$ cat config.mk
export PLATFORM = sky130hd
export DESIGN_NAME = segment_scan_decoder
export DESIGN_NICKNAME = d
export VERILOG_FILES = /design/src/rtl/segment_scan_decoder_pkg.sv /design/src/rtl/segment_scan_decoder_pattern.sv /design/src/rtl/segment_scan_decoder.sv
export SDC_FILE = /design/constraint.sdc
export NUM_CORES = 1
export LEC_CHECK = 0
export ABC_CLOCK_PERIOD_IN_PS = 2100
export CAP_MARGIN = 20
export CORE_UTILIZATION = 56
export DETAILED_ROUTE_END_ITERATION = 7
export DONT_BUFFER_PORTS = 1
export GPL_ROUTABILITY_DRIVEN = 0
export GPL_TIMING_DRIVEN = 0
export PLACE_DENSITY = 0.85
export SLEW_MARGIN = 20
export SYNTH_ARGS = -nofsm -noshare
export SYNTH_HDL_FRONTEND = slang
export SYNTH_SLANG_ARGS = --single-unit
$ cat constraint.sdc
create_clock -name clk -period 2.1 [get_ports clk]
set_input_delay 0.42 -clock clk [delete_from_list [all_inputs] [get_ports clk]]
set_output_delay 0.42 -clock clk [all_outputs]
set_load 0.005 [all_outputs]
$ cat src/rtl/segment_scan_decoder_pkg.sv
// Shared definitions for the multiplexed 3-digit 7-segment bus: digit count,
// blank code, the sample record and the hex-to-pattern table.
package segment_scan_decoder_pkg;

  localparam int NUM_DIGITS = 3;
  localparam logic [7:0] SEG_BLANK = 8'hFF;

  typedef struct packed {
    logic [NUM_DIGITS-1:0] select;
    logic [7:0]            segment;
  } scan_sample_t;

  // Active-low gfedcba pattern for each hex digit; the encoder uses the same table.
  function automatic logic [6:0] seg_pattern(input logic [3:0] nibble);
    logic [6:0] pat;
    case (nibble)
      4'h0: pat = 7'h40;
      4'h1: pat = 7'h79;
      4'h2: pat = 7'h24;
      4'h3: pat = 7'h30;
      4'h4: pat = 7'h19;
      4'h5: pat = 7'h12;
      4'h6: pat = 7'h02;
      4'h7: pat = 7'h78;
      4'h8: pat = 7'h00;
      4'h9: pat = 7'h10;
      4'hA: pat = 7'h08;
      4'hB: pat = 7'h03;
      4'hC: pat = 7'h46;
      4'hD: pat = 7'h21;
      4'hE: pat = 7'h06;
      default: pat = 7'h0E;
    endcase
    return pat;
  endfunction

endpackage

$ cat src/rtl/segment_scan_decoder_pattern.sv
// Combinational reverse lookup of a 7-bit active-low segment pattern to a hex
// nibble; hit is low for any pattern outside the 16-entry table (blank included).
module segment_pattern_decoder
  import segment_scan_decoder_pkg::*;
(
  input  logic [6:0] pattern,
  output logic       hit,
  output logic [3:0] nibble
);

  always_comb begin
    hit    = 1'b0;
    nibble = 4'h0;
    for (int i = 0; i < 16; i++) begin
      if (pattern == seg_pattern(4'(i))) begin
        hit    = 1'b1;
        nibble = 4'(i);
      end
    end
  end

endmodule

$ cat src/rtl/segment_scan_decoder.sv
// Snoops a scanned 7-segment bus, accepts each digit once it has been stable
// long enough, and publishes the reassembled 12-bit value when all digits are seen.
module segment_scan_decoder
  import segment_scan_decoder_pkg::*;
#(
  parameter int unsigned STABLE_CYCLES = 8
) (
  input  logic                      clk,
  input  logic                      rst,
  input  logic [7:0]                segment,
  input  logic [NUM_DIGITS-1:0]     select,
  output logic [4*NUM_DIGITS-1:0]   data,
  output logic [NUM_DIGITS-1:0]     dp,
  output logic                      frame_valid,
  output logic                      bad_pattern,
  output logic [NUM_DIGITS-1:0]     digit_mask
);

  localparam logic [15:0] CNT_MAX = 16'(STABLE_CYCLES);
  localparam logic [15:0] CNT_CAP = 16'(STABLE_CYCLES - 1);

  scan_sample_t                pins;
  scan_sample_t                sample;
  logic [15:0]                 stable_cnt;
  logic [4*NUM_DIGITS-1:0]     shadow_data;
  logic [NUM_DIGITS-1:0]       shadow_dp;
  logic [4*NUM_DIGITS-1:0]     next_data;
  logic [NUM_DIGITS-1:0]       next_dp;
  logic [NUM_DIGITS-1:0]       next_mask;
  logic                        same;
  logic                        capture;
  logic                        one_hot;
  logic                        pat_hit;
  logic [3:0]                  pat_nibble;

  assign pins    = '{select: select, segment: segment};
  assign same    = (pins == sample);
  // Counter saturates at CNT_MAX, so this fires exactly once per stable window.
  assign capture = same && (stable_cnt == CNT_CAP);
  assign one_hot = (sample.select != '0) &&
                   ((sample.select & (sample.select - 1'b1)) == '0);

  segment_pattern_decoder u_pattern (
    .pattern (sample.segment[6:0]),
    .hit     (pat_hit),
    .nibble  (pat_nibble)
  );

  // Shadow contents with the digit being captured merged in.
  always_comb begin
    next_data = shadow_data;
    next_dp   = shadow_dp;
    for (int i = 0; i < NUM_DIGITS; i++) begin
      if (sample.select[i]) begin
        next_data[4*i +: 4] = pat_nibble;
        next_dp[i]          = ~sample.segment[7];
      end
    end
    next_mask = digit_mask | sample.select;
  end

  always_ff @(posedge clk) begin
    if (rst) begin
      sample      <= '{select: '0, segment: SEG_BLANK};
      stable_cnt  <= '0;
      shadow_data <= '0;
      shadow_dp   <= '0;
      data        <= '0;
      dp          <= '0;
      frame_valid <= 1'b0;
      bad_pattern <= 1'b0;
      digit_mask  <= '0;
    end else begin
      sample      <= pins;
      frame_valid <= 1'b0;
      bad_pattern <= 1'b0;

      if (!same) begin
        stable_cnt <= '0;
      end else if (stable_cnt != CNT_MAX) begin
        stable_cnt <= stable_cnt + 16'd1;
      end

      if (capture && one_hot) begin
        if (!pat_hit) begin
          bad_pattern <= 1'b1;
        end else begin
          shadow_data <= next_data;
          shadow_dp   <= next_dp;
          if (&next_mask) begin
            data        <= next_data;
            dp          <= next_dp;
            frame_valid <= 1'b1;
            digit_mask  <= '0;
          end else begin
            digit_mask  <= next_mask;
          end
        end
      end
    end
  end

endmodule

======== Word-level counts from Yosys, hierarchy flattened ========
Index checks and enable logic that the tools add are counted.
cells by class
  add/sub/neg operators ................... 2
  $mul .................................... 0
  div/mod/pow operators ................... 0
  $lt $le $gt $ge ......................... 0
  equality and inequality tests ........... 18
  shift operators ......................... 0
  mux-type cells .......................... 40
  bitwise gates (word level) .............. 6
  reduce and logical (&&, ||, !) cells .... 12
operators with widths
  operator                                                                   number
  4-bit 2-to-1 mux                                                           11
  7-bit == test (second input constant)                                      4
  1-bit 2-to-1 mux                                                           22
  7-bit by 5-bit == test with 1-bit output (second input constant)           3
  7-bit by 6-bit == test with 1-bit output (second input constant)           3
  16-bit by 1-bit adder with 16-bit output (second input constant)           1
  16-bit by 3-bit == test with 1-bit output (second input constant)          1
  16-bit by 4-bit inequality test with 1-bit output (second input constant)  1
  3-bit 2-to-1 mux                                                           5
  7-bit by 2-bit == test with 1-bit output (second input constant)           2
  7-bit by 4-bit == test with 1-bit output (second input constant)           2
  11-bit == test                                                             1
  7-bit by 3-bit == test with 1-bit output (second input constant)           1
  7-bit logical NOT                                                          1
  5-bit AND reduction                                                        1
  2-bit 2-to-1 mux                                                           2
  1-bit NOT                                                                  4
  2-bit OR reduction                                                         2
  3-bit bitwise AND                                                          1
  1-bit logical AND                                                          3
  3-bit logical NOT                                                          1
  3-bit bitwise OR                                                           1
  3-bit AND reduction                                                        1
  3-bit nonzero test                                                         1
  3 further kinds                                                            3
word-level totals
  bits in registers ....................... 62
  bits in latches ......................... 0
  bits in writable memories ............... 0
  ROM bits ................................ 0
  word-level logic and storage cells ...... 88
  memories ................................ 0

======== Longest topological paths before layout ========
  word-level depth ........................ 19
  gate-level depth with buffers ........... 9

======== Hierarchy ========
A second synthesis with hierarchy kept.
unflattened totals
  cells, all modules ...................... 338
  area total of the unflattened synthesis .. 3,141.8 µm²
modules (own cells, without submodules)
  module                   instances  cells an instance  area an instance (µm²)  sequential area each (µm²)
  segment_scan_decoder     1          283                2,772.7                 1,241.2
  segment_pattern_decoder  1          55                 369.1                   0.0

======== Worst setup path before layout ========
Ideal clock, no wire load.
  path kind ............................... reg-to-reg
  start ................................... register sample[0] in the netlist's numbering
  end ..................................... register data[7]
  library setup time ...................... 0.121 ns
  arrival ................................. 2.020 ns
  data required time ...................... 1.979 ns
  slack ................................... -0.041 ns
  stages on the path, launching flop included .. 9
  buffers on the path ..................... 2
  period minus slack after synthesis ...... 2.141 ns
  cell sequence ........................... dfxtp_1 > buf_1 > a211oi_1 > o21ai_0 > o211ai_1 > or3_1 > buf_6 > nand4_4 > mux2_2
between the ends
  cells in the longest elaborated chain, start to end .. 18
  elaborated cells on any way between the ends .. 45
  classes of those cells .................. eq/ne (16); mux (25); reduce/logical (4)
ends and longest elaborated chain
  item                                  line                                text
  start: declaration                    segment_scan_decoder.sv:23          scan_sample_t sample;
  start signal: assignment              segment_scan_decoder.sv:64          sample <= '{select: '0, segment: SEG_BLANK};
  start signal: assignment              segment_scan_decoder.sv:74          sample <= pins;
  7-bit == test                         segment_scan_decoder_pattern.sv:15  if (pattern == seg_pattern(4'(i))) begin
  1-bit 2-to-1 mux (16 in a row)        segment_scan_decoder_pattern.sv:15
  5-bit AND reduction (no source line)  n/a
  end signal: assignment                segment_scan_decoder.sv:91          data <= next_data;
  end: declaration                      segment_scan_decoder.sv:12          output logic [4*NUM_DIGITS-1:0] data,
Parallel ways exist; a longest one is shown, timed or not.
A chain may end at the register's enable or synchronous reset.

======== Worst setup path in the final report ========
  start ................................... register sample[4] in the netlist's numbering
  end ..................................... register dp[0]
between the ends
  cells in the longest elaborated chain, start to end .. 18
  elaborated cells on any way between the ends .. 36
  classes of those cells .................. eq/ne (16); mux (16); reduce/logical (4)
ends and longest elaborated chain
  item                                    line                                text
  7-bit == test                           segment_scan_decoder_pattern.sv:15
  1-bit 2-to-1 mux (16 in a row)          segment_scan_decoder_pattern.sv:15
  5-bit AND reduction (no source line) *  n/a
  end signal: assignment                  segment_scan_decoder.sv:92          dp <= next_dp;
  end: declaration                        segment_scan_decoder.sv:13          output logic [NUM_DIGITS-1:0] dp,
Mark *: on every way between the ends. The rest lies on a longest branch, timed or not.

==> impl_metrics.toml <==
[place]
port_buffers = 0
dpl_cell_area_um2 = 3190
hpwl_um = 4940
detailedPlace.worstSlack_ns = -0.350

[logic_synthesis]
synth_edf_count = 0
synthFlopType = "dfxtp_1"
synth_common_cells = "62 x dfxtp_1, 45 x nor2_1, 32 x nand2_1"
syn-num-nets = 372
yosysWarnings = 0
synthesis.area_um2 = 3100
synth_most_common_cell = "dfxtp_1"
synth_area_leader_cell = "dfxtp_1"
async_reset_ff_frac = 0
ys_seq_area_frac = 0.401
synth_top_area_frac = 0.401
synthTopCellsByArea = "dfxtp_1 40%, mux2i_1 6.1%, nor2_1 5.5%, xnor2_1 4.2%, nand2_1 3.9%"
syn_inst = 357
avgSynthCellArea_um2 = 8.67
synth_seq_cells = 62
ys_types = 54

[cells_and_area]
postLayoutCellArea_um2 = 3770
regArea_um2 = 1260
multi_input_area_um2 = 1910
fin_nets = 398
drive_gt1_frac = 0.249
insertedDiodeCount = 0
nFillCells = 340
syn_to_final_growth_pct = 21.7

[worst_setup_path]
crit_type = "register to register"
worstPathRequired_ns = 2.38
crit_path_start = "sample[4]$_SDFF_PP1_"
end_kind = "register"
start_kind = "register"
r2r_start = "sample[4]$_SDFF_PP1_"
cp.buffers_inverters = 1
crit_family = "simple AND/OR/NAND/NOR gates"
worst_ep_arrival_time_ns = 2.52
reg2reg_depth = 7
worstReg2RegEnd = "dp[0]$_SDFFE_PP0P_"
crit_chain = "or4_4 > a2111oi_4 > a311o_2 > buf_6 > o311ai_4 > or3_4 > a21oi_2"
reg2reg_slack_ns = -0.15
cp_slowest_stage_delay_ns = 0.52
critPathMaxFanout = 4
cpMaxStageDelayCell = "or4_4"

[cts]
clockRootBuffer = "clkbuf_8"
cts_tree = "done"
htreeDepth = 3
cts_hold_buf = 0
numCtsBuffers = 9
cts_sinks = 62
clockBufferDepth = 2
clock_latency_ns = 0.35
clk_pin_slew_worst_paths_ns = 0.07

[global_route]
gr-total-overflow = 0
grt_max_degree = 11
antenna_found_initial = 0
grt_pass1_vias = 2768
grt_usage = 0.289
grt_pass1_wl_um = 13200

[floorplanning]
start_util = 0.595
fp-row-count = 26
io_pins = 33
core-area_um2 = 5200
die_h_um = 76.4
die_area_um2 = 5830
die_w_um = 76.4

[routing]
viasPerCell = 6.34
wl_per_cell_um = 18.8
firstDrtPassIters = 5
ant_nets = 0
via_count = 2890
drtIter0Drc = 278
wirelength_um = 8590
drc = 0

[sta]
layout_min_cycle_time_ns = 2.25
hold_viol_final = 0
relSlewSlack = 0.547
rsz0062_at_grt = "yes"
whs_ns = 0.175
timing.final.crit_share = 1.07
worst_pin_slew_ns = 0.672
slew_viol_final = 0
finalSetupViolCount = 28
fmax_mhz = 445
finalClockSkew_ns = 0.0138
setup_ws_ns = -0.145

[min_path]
min_delay_path_depth = 1
hp-class = "input pin to register"
hold_end = "sample[1]$_SDFF_PP1_"
hold_start = "segment[1]"

[status]
violations = "setup timing"
status = "finished with violations"

[power_and_ir_drop]
leakagePower_nw = 1.44
p_per_area_nw_per_um2 = 626
ir_drop_mv = 0.666

[run]
max-cap-violations = 0
final cells by class:
type / count / share of cell area
Multi-Input combinational cell: 265 / 0.506
Sequential cell: 62 / 0.333
Timing Repair Buffer: 19 / 0.0478
Clock buffer: 13 / 0.0448
Buffer: 20 / 0.0375
Tap cell: 70 / 0.0232
Inverter: 6 / 0.00598
Clock inverter: 1 / 0.00133
cells in the final DEF (no fill, tap or decap), types with 3 or more instances in the layout:
cell type / n
clkbuf_8: 12
nand4_4: 3
nor3_1: 3
nor3b_1: 3
a211oi_2: 3
o21ai_1: 4
nor2_1: 43
nor2b_1: 6
or2_2: 11
xnor2_1: 15
a21oi_1: 16
buf_4: 16
nor3_2: 4
dfxtp_2: 3
nand3_1: 11
nand2_1: 31
and3_1: 3
a211oi_1: 4
dfxtp_1: 56
o21ai_0: 10
a211o_1: 9
buf_6: 7
nand4_1: 10
inv_1: 6
xor2_1: 12
clkbuf_1: 11
dfxtp_4: 3
mux2i_1: 18
where the power goes:
| part | switching, W | internal, W |
|---|---|---|
| clock network | 0.000454 | 0.000511 |
| registers | 0.0000185 | 0.00119 |
| logic | 0.000114 | 0.0000753 |
worst max path at each step:
stage / end / slack (ns) / depth (start not counted)
floorplan: dp[0]$_SDFFE_PP0P_ / 0.03 / 8
global placement: shadow_data[5]$_SDFFE_PP0P_ / -0.30 / 7
detailed placement: shadow_data[6]$_SDFFE_PP0P_ / -0.35 / 7
CTS: dp[0]$_SDFFE_PP0P_ / -0.1 / 7
global route: dp[0]$_SDFFE_PP0P_ / -0.18 / 7
finish: dp[0]$_SDFFE_PP0P_ / -0.15 / 7
timing repair:
action / CTS / global route
buffers inserted: 11 / 7
gates resized for setup: 23 / 45
endpoints found under the setup margin: 45 / 45
pin swaps: 8 / 12
gates cloned: 1 / 0
cell families (layout without fill, tap and decap cells):
kind of cell               after synthesis  in the layout  synth area share
AOI/OAI and AO/OA                       66             66             0.149
xor gates and xnor gates                27             27            0.0764
adders and majority gates                2              2           0.00808
buffers and inverters                   30             59            0.0436
DFF                                     62             62             0.401
muxes                                   21             21            0.0687
and+or+nand+nor                        149            149             0.253
sequential cells by signal, summed over array words and instances (netlist names):
signal,flops
stable_cnt,16
data,12
shadow_data,12
sample,11
digit_mask,3
dp,3
shadow_dp,3
bad_pattern,1
frame_valid,1
metrics by stage:
stage          power (W)   util  cells  TNS, ns
6_report         0.00236  0.724    456    -2.13
5_1_grt          0.00242  0.724    456    -3.35
4_1_cts          0.00232  0.687    451    -1.86
3_3_place_gp     0.00137  0.613    427    -7.68
3_5_place_dp     0.00137  0.613    427   -10.29
2_1_floorplan    0.00134      -    357        0
routing by layer:
metal / track usage / vias to the layer above / wire (um)
li1: - / 1306 / -
met1: 0.343 / 1370 / 3420
met2: 0.466 / 166 / 4110
met3: 0.0695 / 48 / 639
met4: 0.187 / 0 / 414
met5: 0 / - / 0
(Power assumes the default switching activity.)
